## config.mk

```make
export PLATFORM = sky130hd
export DESIGN_NAME = uart_rx_fsm
export DESIGN_NICKNAME = d
export VERILOG_FILES = /design/src/rtl/uart_rx_pkg.sv /design/src/rtl/uart_rx_edge_bit_counter.sv /design/src/rtl/uart_rx_fsm.sv
export SDC_FILE = /design/constraint.sdc
export NUM_CORES = 1
export LEC_CHECK = 0
export ABC_AREA = 0
export BUFFER_PORTS_ARGS = -buffer_cell sky130_fd_sc_hd__buf_2
export CORE_MARGIN = 3
export CORE_UTILIZATION = 35
export CTS_CLUSTER_SIZE = 28
export DETAILED_ROUTE_END_ITERATION = 7
export PLACE_DENSITY = 0.63
export SLEW_MARGIN = 5
export SYNTH_ARGS = -nofsm -noshare
export SYNTH_HDL_FRONTEND = slang
export SYNTH_SLANG_ARGS = --single-unit
```

## constraint.sdc

```tcl
create_clock -name CLK -period 3.54 [get_ports CLK]
set_clock_uncertainty 0.1 [all_clocks]
set_input_delay 0.531 -clock CLK [delete_from_list [all_inputs] [get_ports CLK]]
set_output_delay 0.531 -clock CLK [all_outputs]
set_load 0.02 [all_outputs]
```

## src/rtl/uart_rx_pkg.sv

```systemverilog
// -----------------------------------------------------------------------------
// uart_rx_pkg
// Shared types and constants for the UART receive controller.
//   state_e    : receive FSM states
//   PRESC_*    : legal oversample ratios
//   DATA_W_DEF : default data bits per frame
//   EDGE_W     : width of the edge counter / prescale input
//   BIT_CNT_W  : width of the bit counter (start + data + parity + stop)
// -----------------------------------------------------------------------------
package uart_rx_pkg;

  typedef enum logic [2:0] {
    IDLE   = 3'd0,
    START  = 3'd1,
    DATA   = 3'd2,
    PARITY = 3'd3,
    STOP   = 3'd4
  } state_e;

  localparam logic [5:0] PRESC_8  = 6'd8;
  localparam logic [5:0] PRESC_16 = 6'd16;
  localparam logic [5:0] PRESC_32 = 6'd32;

  localparam int DATA_W_DEF = 8;

  // Wide enough to hold the largest prescale value itself, not just prescale-1.
  localparam int EDGE_W = $clog2(int'(PRESC_32)) + 1;

  // Counts start bit, data bits, parity and stop without wrapping.
  localparam int BIT_CNT_W = $clog2(DATA_W_DEF + 3);

endpackage

```

## src/rtl/uart_rx_edge_bit_counter.sv

```systemverilog
// -----------------------------------------------------------------------------
// uart_rx_edge_bit_counter
// Bit-timing counters for the UART receiver. edge_cnt walks 0..presc-1 while
// run is high, then wraps and bumps bit_cnt. Both are held at zero while run is
// low (FSM in IDLE).
// Ports:
//   CLK       in   oversampling clock
//   RST       in   synchronous reset, active-high
//   run       in   FSM is inside a frame
//   presc     in   prescale latched at start detection
//   edge_cnt  out  edge index within the current bit
//   bit_cnt   out  bit index within the frame (0 = start bit)
//   eob       out  end-of-bit: last edge of the current bit
// -----------------------------------------------------------------------------
module uart_rx_edge_bit_counter
  import uart_rx_pkg::*;
(
  input  logic                 CLK,
  input  logic                 RST,
  input  logic                 run,
  input  logic [EDGE_W-1:0]    presc,
  output logic [EDGE_W-1:0]    edge_cnt,
  output logic [BIT_CNT_W-1:0] bit_cnt,
  output logic                 eob
);

  localparam logic [EDGE_W-1:0]    EDGE_ONE = 1;
  localparam logic [BIT_CNT_W-1:0] BIT_ONE  = 1;

  assign eob = run && (edge_cnt == (presc - EDGE_ONE));

  // NOTE: sequential state uses non-blocking assignments so every register
  // samples the pre-edge value of its neighbours.
  always_ff @(posedge CLK) begin
    if (RST) begin
      edge_cnt <= '0;
      bit_cnt  <= '0;
    end else if (!run) begin
      edge_cnt <= '0;
      bit_cnt  <= '0;
    end else if (eob) begin
      edge_cnt <= '0;
      bit_cnt  <= bit_cnt + BIT_ONE;
    end else begin
      edge_cnt <= edge_cnt + EDGE_ONE;
    end
  end

endmodule

```

## src/rtl/uart_rx_fsm.sv

```systemverilog
// -----------------------------------------------------------------------------
// uart_rx_fsm
// UART receive controller for one serial line in the oversampled RX domain.
// Detects the start bit, drives the data_sampling stage (dat_samp_en,
// edge_cnt), consumes its majority-voted sampled_bit at each end-of-bit,
// deserialises DATA_W bits LSB-first, checks optional parity and the stop bit,
// and presents good bytes on P_DATA with a one-cycle data_valid strobe.
//
// Optional feature: define UART_RX_ERR_CNT_EN to add saturating per-frame
// error counters par_err_cnt / stp_err_cnt (ERR_W bits, cleared only by RST).
//
// Ports:
//   CLK          in   oversampling clock (prescale x baud)
//   RST          in   synchronous reset, active-high
//   RX_IN        in   serial line, idle high
//   prescale     in   oversample ratio (8, 16 or 32), latched at start
//   PAR_EN       in   parity bit present, latched at start
//   PAR_TYP      in   0 = even, 1 = odd, latched at start
//   sampled_bit  in   majority-voted bit from data_sampling
//   dat_samp_en  out  enable for data_sampling (high outside IDLE)
//   edge_cnt     out  edge index within the current bit
//   P_DATA       out  last good byte
//   data_valid   out  one-cycle strobe when P_DATA is updated
//   par_err      out  parity error of the current/last frame
//   stp_err      out  stop (framing) error of the current/last frame
//   par_err_cnt  out  (UART_RX_ERR_CNT_EN) saturating parity-error count
//   stp_err_cnt  out  (UART_RX_ERR_CNT_EN) saturating stop-error count
// -----------------------------------------------------------------------------
module uart_rx_fsm
  import uart_rx_pkg::*;
#(
  parameter int DATA_W = DATA_W_DEF,
  parameter int ERR_W  = 8
) (
  input  logic              CLK,
  input  logic              RST,
  input  logic              RX_IN,
  input  logic [5:0]        prescale,
  input  logic              PAR_EN,
  input  logic              PAR_TYP,
  input  logic              sampled_bit,
  output logic              dat_samp_en,
  output logic [5:0]        edge_cnt,
  output logic [DATA_W-1:0] P_DATA,
  output logic              data_valid,
  output logic              par_err,
  output logic              stp_err
`ifdef UART_RX_ERR_CNT_EN
  ,
  output logic [ERR_W-1:0]  par_err_cnt,
  output logic [ERR_W-1:0]  stp_err_cnt
`endif
);

  // ERR_W only sizes the optional counters; a zero width is never meaningful.
  if (ERR_W < 1) begin : g_err_w_illegal
  end

  state_e state_q, state_d;

  // Frame configuration, frozen for the whole frame at start detection.
  logic [EDGE_W-1:0] cfg_presc;
  logic              cfg_par_en;
  logic              cfg_par_typ;

  logic [DATA_W-1:0]    shift_reg;
  logic [BIT_CNT_W-1:0] bit_cnt;
  logic                 eob;

  // Control strobes from the FSM to the datapath.
  logic start_det;
  logic shift_en;
  logic clr_flags;
  logic chk_par;
  logic chk_stop;

  // ---------------------------------------------------------------------------
  // Bit timing
  // ---------------------------------------------------------------------------
  uart_rx_edge_bit_counter u_cnt (
    .CLK      (CLK),
    .RST      (RST),
    .run      (state_q != IDLE),
    .presc    (cfg_presc),
    .edge_cnt (edge_cnt),
    .bit_cnt  (bit_cnt),
    .eob      (eob)
  );

  assign dat_samp_en = (state_q != IDLE);

  // ---------------------------------------------------------------------------
  // FSM
  // ---------------------------------------------------------------------------
  always_ff @(posedge CLK) begin
    if (RST) state_q <= IDLE;
    else     state_q <= state_d;
  end

  always_comb begin
    // NOTE: every output of this block gets a default first so no path leaves
    // one unassigned, which would otherwise infer a latch.
    state_d   = state_q;
    start_det = 1'b0;
    shift_en  = 1'b0;
    clr_flags = 1'b0;
    chk_par   = 1'b0;
    chk_stop  = 1'b0;

    unique case (state_q)
      IDLE: begin
        if (!RX_IN) begin
          start_det = 1'b1;
          state_d   = START;
        end
      end

      START: begin
        if (eob) begin
          // A line that is high again mid start-bit was a glitch: drop it
          // without disturbing the flags of the previous frame.
          if (sampled_bit) begin
            state_d = IDLE;
          end else begin
            clr_flags = 1'b1;
            state_d   = DATA;
          end
        end
      end

      DATA: begin
        if (eob) begin
          shift_en = 1'b1;
          // bit_cnt 0 is the start bit, so the last data bit is index DATA_W.
          if (bit_cnt == BIT_CNT_W'(DATA_W))
            state_d = cfg_par_en ? PARITY : STOP;
        end
      end

      PARITY: begin
        if (eob) begin
          chk_par = 1'b1;
          state_d = STOP;
        end
      end

      STOP: begin
        if (eob) begin
          chk_stop = 1'b1;
          state_d  = IDLE;
        end
      end

      default: state_d = IDLE;
    endcase
  end

  // ---------------------------------------------------------------------------
  // Datapath and output registers
  // ---------------------------------------------------------------------------
  always_ff @(posedge CLK) begin
    if (RST) begin
      cfg_presc   <= '0;
      cfg_par_en  <= 1'b0;
      cfg_par_typ <= 1'b0;
      shift_reg   <= '0;
      P_DATA      <= '0;
      data_valid  <= 1'b0;
      par_err     <= 1'b0;
      stp_err     <= 1'b0;
    end else begin
      data_valid <= 1'b0;

      if (start_det) begin
        cfg_presc   <= prescale;
        cfg_par_en  <= PAR_EN;
        cfg_par_typ <= PAR_TYP;
      end

      // LSB arrives first, so new bits enter at the top and drift down.
      if (shift_en)
        shift_reg <= {sampled_bit, shift_reg[DATA_W-1:1]};

      if (clr_flags) begin
        par_err <= 1'b0;
        stp_err <= 1'b0;
      end

      // Even parity expects the bit to equal the data XOR; odd inverts it.
      if (chk_par)
        par_err <= (sampled_bit != ((^shift_reg) ^ cfg_par_typ));

      if (chk_stop) begin
        stp_err <= ~sampled_bit;
        // par_err was cleared at this frame's start, so it reflects this frame.
        if (sampled_bit && !par_err) begin
          P_DATA     <= shift_reg;
          data_valid <= 1'b1;
        end
      end
    end
  end

`ifdef UART_RX_ERR_CNT_EN
  // ---------------------------------------------------------------------------
  // Saturating per-frame error counters
  // ---------------------------------------------------------------------------
  localparam logic [ERR_W-1:0] ERR_ONE = 1;

  always_ff @(posedge CLK) begin
    if (RST) begin
      par_err_cnt <= '0;
      stp_err_cnt <= '0;
    end else begin
      if (chk_par && (sampled_bit != ((^shift_reg) ^ cfg_par_typ)) &&
          (par_err_cnt != '1))
        par_err_cnt <= par_err_cnt + ERR_ONE;
      if (chk_stop && !sampled_bit && (stp_err_cnt != '1))
        stp_err_cnt <= stp_err_cnt + ERR_ONE;
    end
  end
`endif

endmodule

```

==> results of run 1 <==
cells by family after synthesis:
kind of cell,count (synthesis),share of synthesized area
DFF,40,0.394
buffers and inverters,18,0.0419
muxes,17,0.0844
xor gates and xnor gates,20,0.0899
AOI/OAI and AO/OA,44,0.138
adders and majority gates,4,0.0246
and+or+nand+nor,82,0.227
path summary, 6_finish.rpt:
path,endpoint,from,depth (start not counted)
worst min-delay path,cfg_presc[0]$_SDFFE_PP0P_,prescale[0],3
worst max register to register,shift_reg[5]$_SDFFE_PP0P_,cfg_presc[0]$_SDFFE_PP0P_,7
worst min register to register,P_DATA[4]$_SDFFE_PP0P_,P_DATA[4]$_SDFFE_PP0P_,2
worst max-delay path,shift_reg[5]$_SDFFE_PP0P_,cfg_presc[0]$_SDFFE_PP0P_,7
where the power goes:
group          switching [W]  internal, W
registers          0.0000470     0.000477
clock network       0.000158     0.000141
logic               0.000180     0.000126
total               0.000385     0.000745
critical path, delay by kind of cell (launching register included):
family / cells / cell delay, ns
buffers and inverters: 1 / 0.08
AO/OA/AOI/OAI: 2 / 0.77
adder cells (fa/ha/maj): 1 / 0.30
XOR/XNOR: 1 / 0.14
AND/OR/NAND/NOR: 1 / 0.31
multiplexers: 1 / 0.18
flip-flops: 1 / 0.40
metal layers:
| metal | global-route usage | share of wire |
|---|---|---|
| met4 | 0.0399 | 0.0087 |
| met1 | 0.195 | 0.50 |
| met2 | 0.229 | 0.46 |
| met3 | 0.0293 | 0.032 |
| met5 | 0 | 0 |
metrics by stage:
stage           util  cell area (um2)  instances
6_report       0.410             2290        321
2_1_floorplan      -             2030        225
4_1_cts        0.410             2290        321
3_3_place_gp   0.395             2200        313
3_5_place_dp   0.395             2200        313
5_1_grt        0.410             2290        321
layout by cell type, fill, tap and decap left out, types with 7 or more instances in the layout:
cell / instances
nand2b_1: 14
xnor2_1: 14
dfxtp_1: 40
a21oi_1: 18
buf_2: 29
o21ai_0: 11
nor3_1: 7
nor2_1: 17
nand3_1: 14
mux2i_1: 16
final cells by class:
cell class	instances	area (um2)	area share
Clock inverter	1	8.76	0.00383
Multi-Input combinational cell	167	1150	0.501
Sequential cell	40	801	0.350
Inverter	5	18.8	0.00821
Timing Repair Buffer	29	145	0.0635
Clock buffer	7	76.3	0.0334
Tap cell	72	90.1	0.0394
==> impl_metrics.env, run 1 <==
export IMPL_power_w=0.00113
export IMPL_arrival_ns=2.48
export IMPL_area_growth_pct=12.5
export IMPL_worst_path_max_fanout=17
export IMPL_post_place_ws_ns=1.13
export IMPL_required_ns=3.62
export IMPL_grt_pass1_wl_mm=7.54
export IMPL_synth_most_common_cell="dfxtp_1"
export IMPL_num_rows=27
export IMPL_power_density_mw_per_mm2=494
export IMPL_fin_nets=264
export IMPL_grt_overflow_total=0
export IMPL_relSlewSlack=0.579
export IMPL_critical_path_class="reg2reg"
export IMPL_clock_fmax_mhz=416
export IMPL_coreArea_mm2=0.00557
export IMPL_ir_drop_v=0.000226
export IMPL_drc=0
export IMPL_cts_max_level=2
export IMPL_finalCriticalPeriod_ns=2.40
export IMPL_synth_top_cell_area_share=0.394
export IMPL_worst_slew_pin_slew_ns=0.630
export IMPL_grt_max_degree=36
export IMPL_crit_path_start_kind="flop"
export IMPL_setup_slack_ns=1.14
export IMPL_status="completed"
export IMPL_tns_ns=0
export IMPL_hold_slack_ns=0.363
export IMPL_setup_violations=0
export IMPL_fill_cells=588
export IMPL_viasPerCell=5.10
export IMPL_cts_tree="yes"
export IMPL_synth_cell_types=46
export IMPL_end_kind="flop"
export IMPL_syn_area_mm2=0.00203
export IMPL_grt_total_usage=0.143
export IMPL_io_pins=30
export IMPL_rsz0062_at_grt="no"
export IMPL_synth_nets=241
export IMPL_n_antenna_cell=0
export IMPL_reg2reg_slack_ns=1.14
export IMPL_cts_root_buf="clkbuf_8"
export IMPL_ant_nets=0
export IMPL_maxCapViolations=0
export IMPL_dr_total_vias=1636
export IMPL_wl_per_cell_um=14.0
export IMPL_die_w_um=82.2
export IMPL_synth_edff_count=0
export IMPL_clock_latency_ns=0.29
export IMPL_ctsHoldBuffers=0
export IMPL_hold_violations=0
export IMPL_numCtsBuffers=5
export IMPL_drtIter0Drc=95
export IMPL_slowest_delay_ns=0.53
export IMPL_port_buffers=29
export IMPL_cts_sinks=40
export IMPL_routed_wl_mm=4.50
export IMPL_antenna_found_initial=0
export IMPL_synthCells=225
export IMPL_crit_chain="inv_1 -> ha_1 -> xnor2_1 -> a211oi_2 -> o211a_1 -> nand3_2 -> mux2i_1"
export IMPL_grt_pass1_vias=1537
export IMPL_synthTopCellsByCount="40 x dfxtp_1, 18 x a21oi_1, 17 x nor2_1, 16 x mux2i_1"
export IMPL_p_leak_nw=0.923
export IMPL_drive_gt1_frac=0.193
export IMPL_gp_congestion=0.817
export IMPL_synth_top_flop_cell="dfxtp_1"
export IMPL_dp_hpwl_mm=3.15
export IMPL_start_util=0.365
export IMPL_final_period_utilization=0.679
export IMPL_cts_resized_gates=0
export IMPL_die_area_mm2=0.00676
export IMPL_slew_violations=0
export IMPL_clk_path_buf_depth=2
export IMPL_synth_avg_cell_area_um2=9.03
export IMPL_postCtsSetupBuffers=0
export IMPL_min_path_type="in2reg"
export IMPL_die_h_um=82.2
export IMPL_yosysTopAreaCell="dfxtp_1"
export IMPL_cp_slowest_cell="o211a_1"
export IMPL_yosysSeqAreaShare=0.394
export IMPL_clkSlewWorstSetupHoldPaths_ns=0.08
export IMPL_dr_pass1_iters=4
export IMPL_ys_ff_latch=40
export IMPL_synthArstFlopShare=0
export IMPL_ys_warn_count=0
export IMPL_synthTopCellsByArea="dfxtp_1 39%, mux2i_1 7.9%, xnor2_1 6.0%"
Note: power is estimated with default switching activity, not from simulation.
==> inputs of run 2 (changes only) <==
- PLACE_DENSITY: 0.63 -> 0.65
- clock period: 3.54 -> 2.1 ns (I/O delays scaled with it)
==> run 2 against run 1 <==
  * Clock power increased by 120%
  * Largest power group unchanged
  * Critical endpoint is now u_cnt.bit_cnt[3]$_SDFFE_PP0P_
  * Clock-buffer cell count decreased by 1
  * Critical path type unchanged
  * Critical path depth unchanged
  * Via count increased by 3.5%
  * Sequential power increased by 68%
==> impl_metrics.env, run 2 (synthesis gave the netlist of run 1 again) <==
export IMPL_fin_nets=276
export IMPL_maxCapViolations=0
export IMPL_cts_sinks=40
export IMPL_crit_path_start_kind="flop"
export IMPL_ir_drop_v=0.000423
export IMPL_cts_resized_gates=0
export IMPL_wl_per_cell_um=13.9
export IMPL_cts_tree="yes"
export IMPL_clock_latency_ns=0.29
export IMPL_dr_pass1_iters=4
export IMPL_grt_pass1_wl_mm=7.65
export IMPL_arrival_ns=2.12
export IMPL_clkSlewWorstSetupHoldPaths_ns=0.08
export IMPL_final_period_utilization=0.957
export IMPL_coreArea_mm2=0.00557
export IMPL_die_area_mm2=0.00676
export IMPL_gp_congestion=0.821
export IMPL_grt_max_degree=27
export IMPL_cts_max_level=2
export IMPL_slew_violations=0
export IMPL_die_h_um=82.2
export IMPL_end_kind="flop"
export IMPL_viasPerCell=5.09
export IMPL_power_density_mw_per_mm2=873
export IMPL_worst_slew_pin_slew_ns=0.407
export IMPL_fin_area_mm2=0.00244
export IMPL_status="completed"
export IMPL_grt_overflow_total=0
export IMPL_ant_nets=0
export IMPL_area_growth_pct=20.3
export IMPL_numCtsBuffers=5
export IMPL_rsz0062_at_grt="no"
export IMPL_required_ns=2.21
export IMPL_fill_cells=542
export IMPL_routed_wl_mm=4.64
export IMPL_grt_total_usage=0.146
export IMPL_final_common_cell="dfxtp_1"
export IMPL_clk_path_buf_depth=2
export IMPL_dp_hpwl_mm=3.36
export IMPL_critical_path_class="reg2reg"
export IMPL_drive_gt1_frac=0.261
export IMPL_relSlewSlack=0.729
export IMPL_placedInstanceArea_mm2=0.00229
export IMPL_drc=0
export IMPL_grt_pass1_vias=1619
export IMPL_p_leak_nw=1.00
export IMPL_drtIter0Drc=120
export IMPL_r2r_cells=7
export IMPL_die_w_um=82.2
export IMPL_finalCriticalPeriod_ns=2.01
export IMPL_hold_violations=0
export IMPL_antenna_found_initial=0
export IMPL_start_util=0.365
export IMPL_setup_violations=0
export IMPL_min_path_type="in2reg"
export IMPL_power_w=0.00213
export IMPL_final_cell_mix="40 x dfxtp_1, 29 x buf_2, 18 x a21oi_1"
export IMPL_ctsHoldBuffers=0
export IMPL_io_pins=30
export IMPL_whs_path_depth=3
export IMPL_postCtsSetupBuffers=0
export IMPL_worst_path_max_fanout=4
export IMPL_n_antenna_cell=0
export IMPL_clock_fmax_mhz=498
export IMPL_dr_total_vias=1694
export IMPL_port_buffers=29
export IMPL_cts_root_buf="clkbuf_8"
export IMPL_tns_ns=0
export IMPL_num_rows=27
[run 2: routing by layer]
metal  track usage  part of all wire  up-vias
met5             0                 0        -
met4        0.0266            0.0067        0
met3        0.0423             0.052        5
met2         0.230              0.47       54
met1         0.199              0.47      767
li1              -                 -      868
[run 2: worst paths after layout]
| path | from | to | slack (ns) |
|---|---|---|---|
| worst max register to register | cfg_presc[1]$_SDFFE_PP0P_ | u_cnt.bit_cnt[3]$_SDFFE_PP0P_ | 0.09 |
| worst min-delay path | PAR_EN | cfg_par_en$_SDFFE_PP0P_ | 0.16 |
| worst min register to register | P_DATA[4]$_SDFFE_PP0P_ | P_DATA[4]$_SDFFE_PP0P_ | 0.38 |
| worst max-delay path | cfg_presc[1]$_SDFFE_PP0P_ | u_cnt.bit_cnt[3]$_SDFFE_PP0P_ | 0.09 |
[run 2: final cells by class]
cell class / instances / area (um2) / area share
multi-input combinational: 167 / 1180 / 0.482
sequential: 40 / 801 / 0.328
timing repair buffer: 41 / 235 / 0.0962
tap: 72 / 90.1 / 0.0368
clock buffer: 6 / 82.6 / 0.0338
clock inverter: 2 / 38.8 / 0.0159
inverter: 5 / 18.8 / 0.00768
[run 2: per-stage QoR]
stage          instances  setup slack (ns)  hold slack, ns   util
2_1_floorplan        225            0.0618           0.348      -
3_3_place_gp         325            0.0944           0.362  0.411
3_5_place_dp         325            0.0711           0.364  0.411
4_1_cts              333            0.0484           0.153  0.433
5_1_grt              333           0.00442           0.160  0.439
6_report             333            0.0905           0.159  0.439
[run 2: worst max-delay path: stages, from the launching register on]
cell	delay [ns]
dfxtp_1	0.35
inv_2	0.06
ha_4	0.17
o21ba_1	0.16
a22oi_1	0.30
o211ai_2	0.15
or4_1	0.50
a21oi_1	0.15
[run 2: where the power goes]
| part | total (W) | internal (W) | switching [W] |
|---|---|---|---|
| logic | 0.000592 | 0.000257 | 0.000334 |
| registers | 0.000882 | 0.000804 | 0.0000781 |
| clock network | 0.000660 | 0.000389 | 0.000272 |
| total | 0.00213 | 0.00145 | 0.000684 |
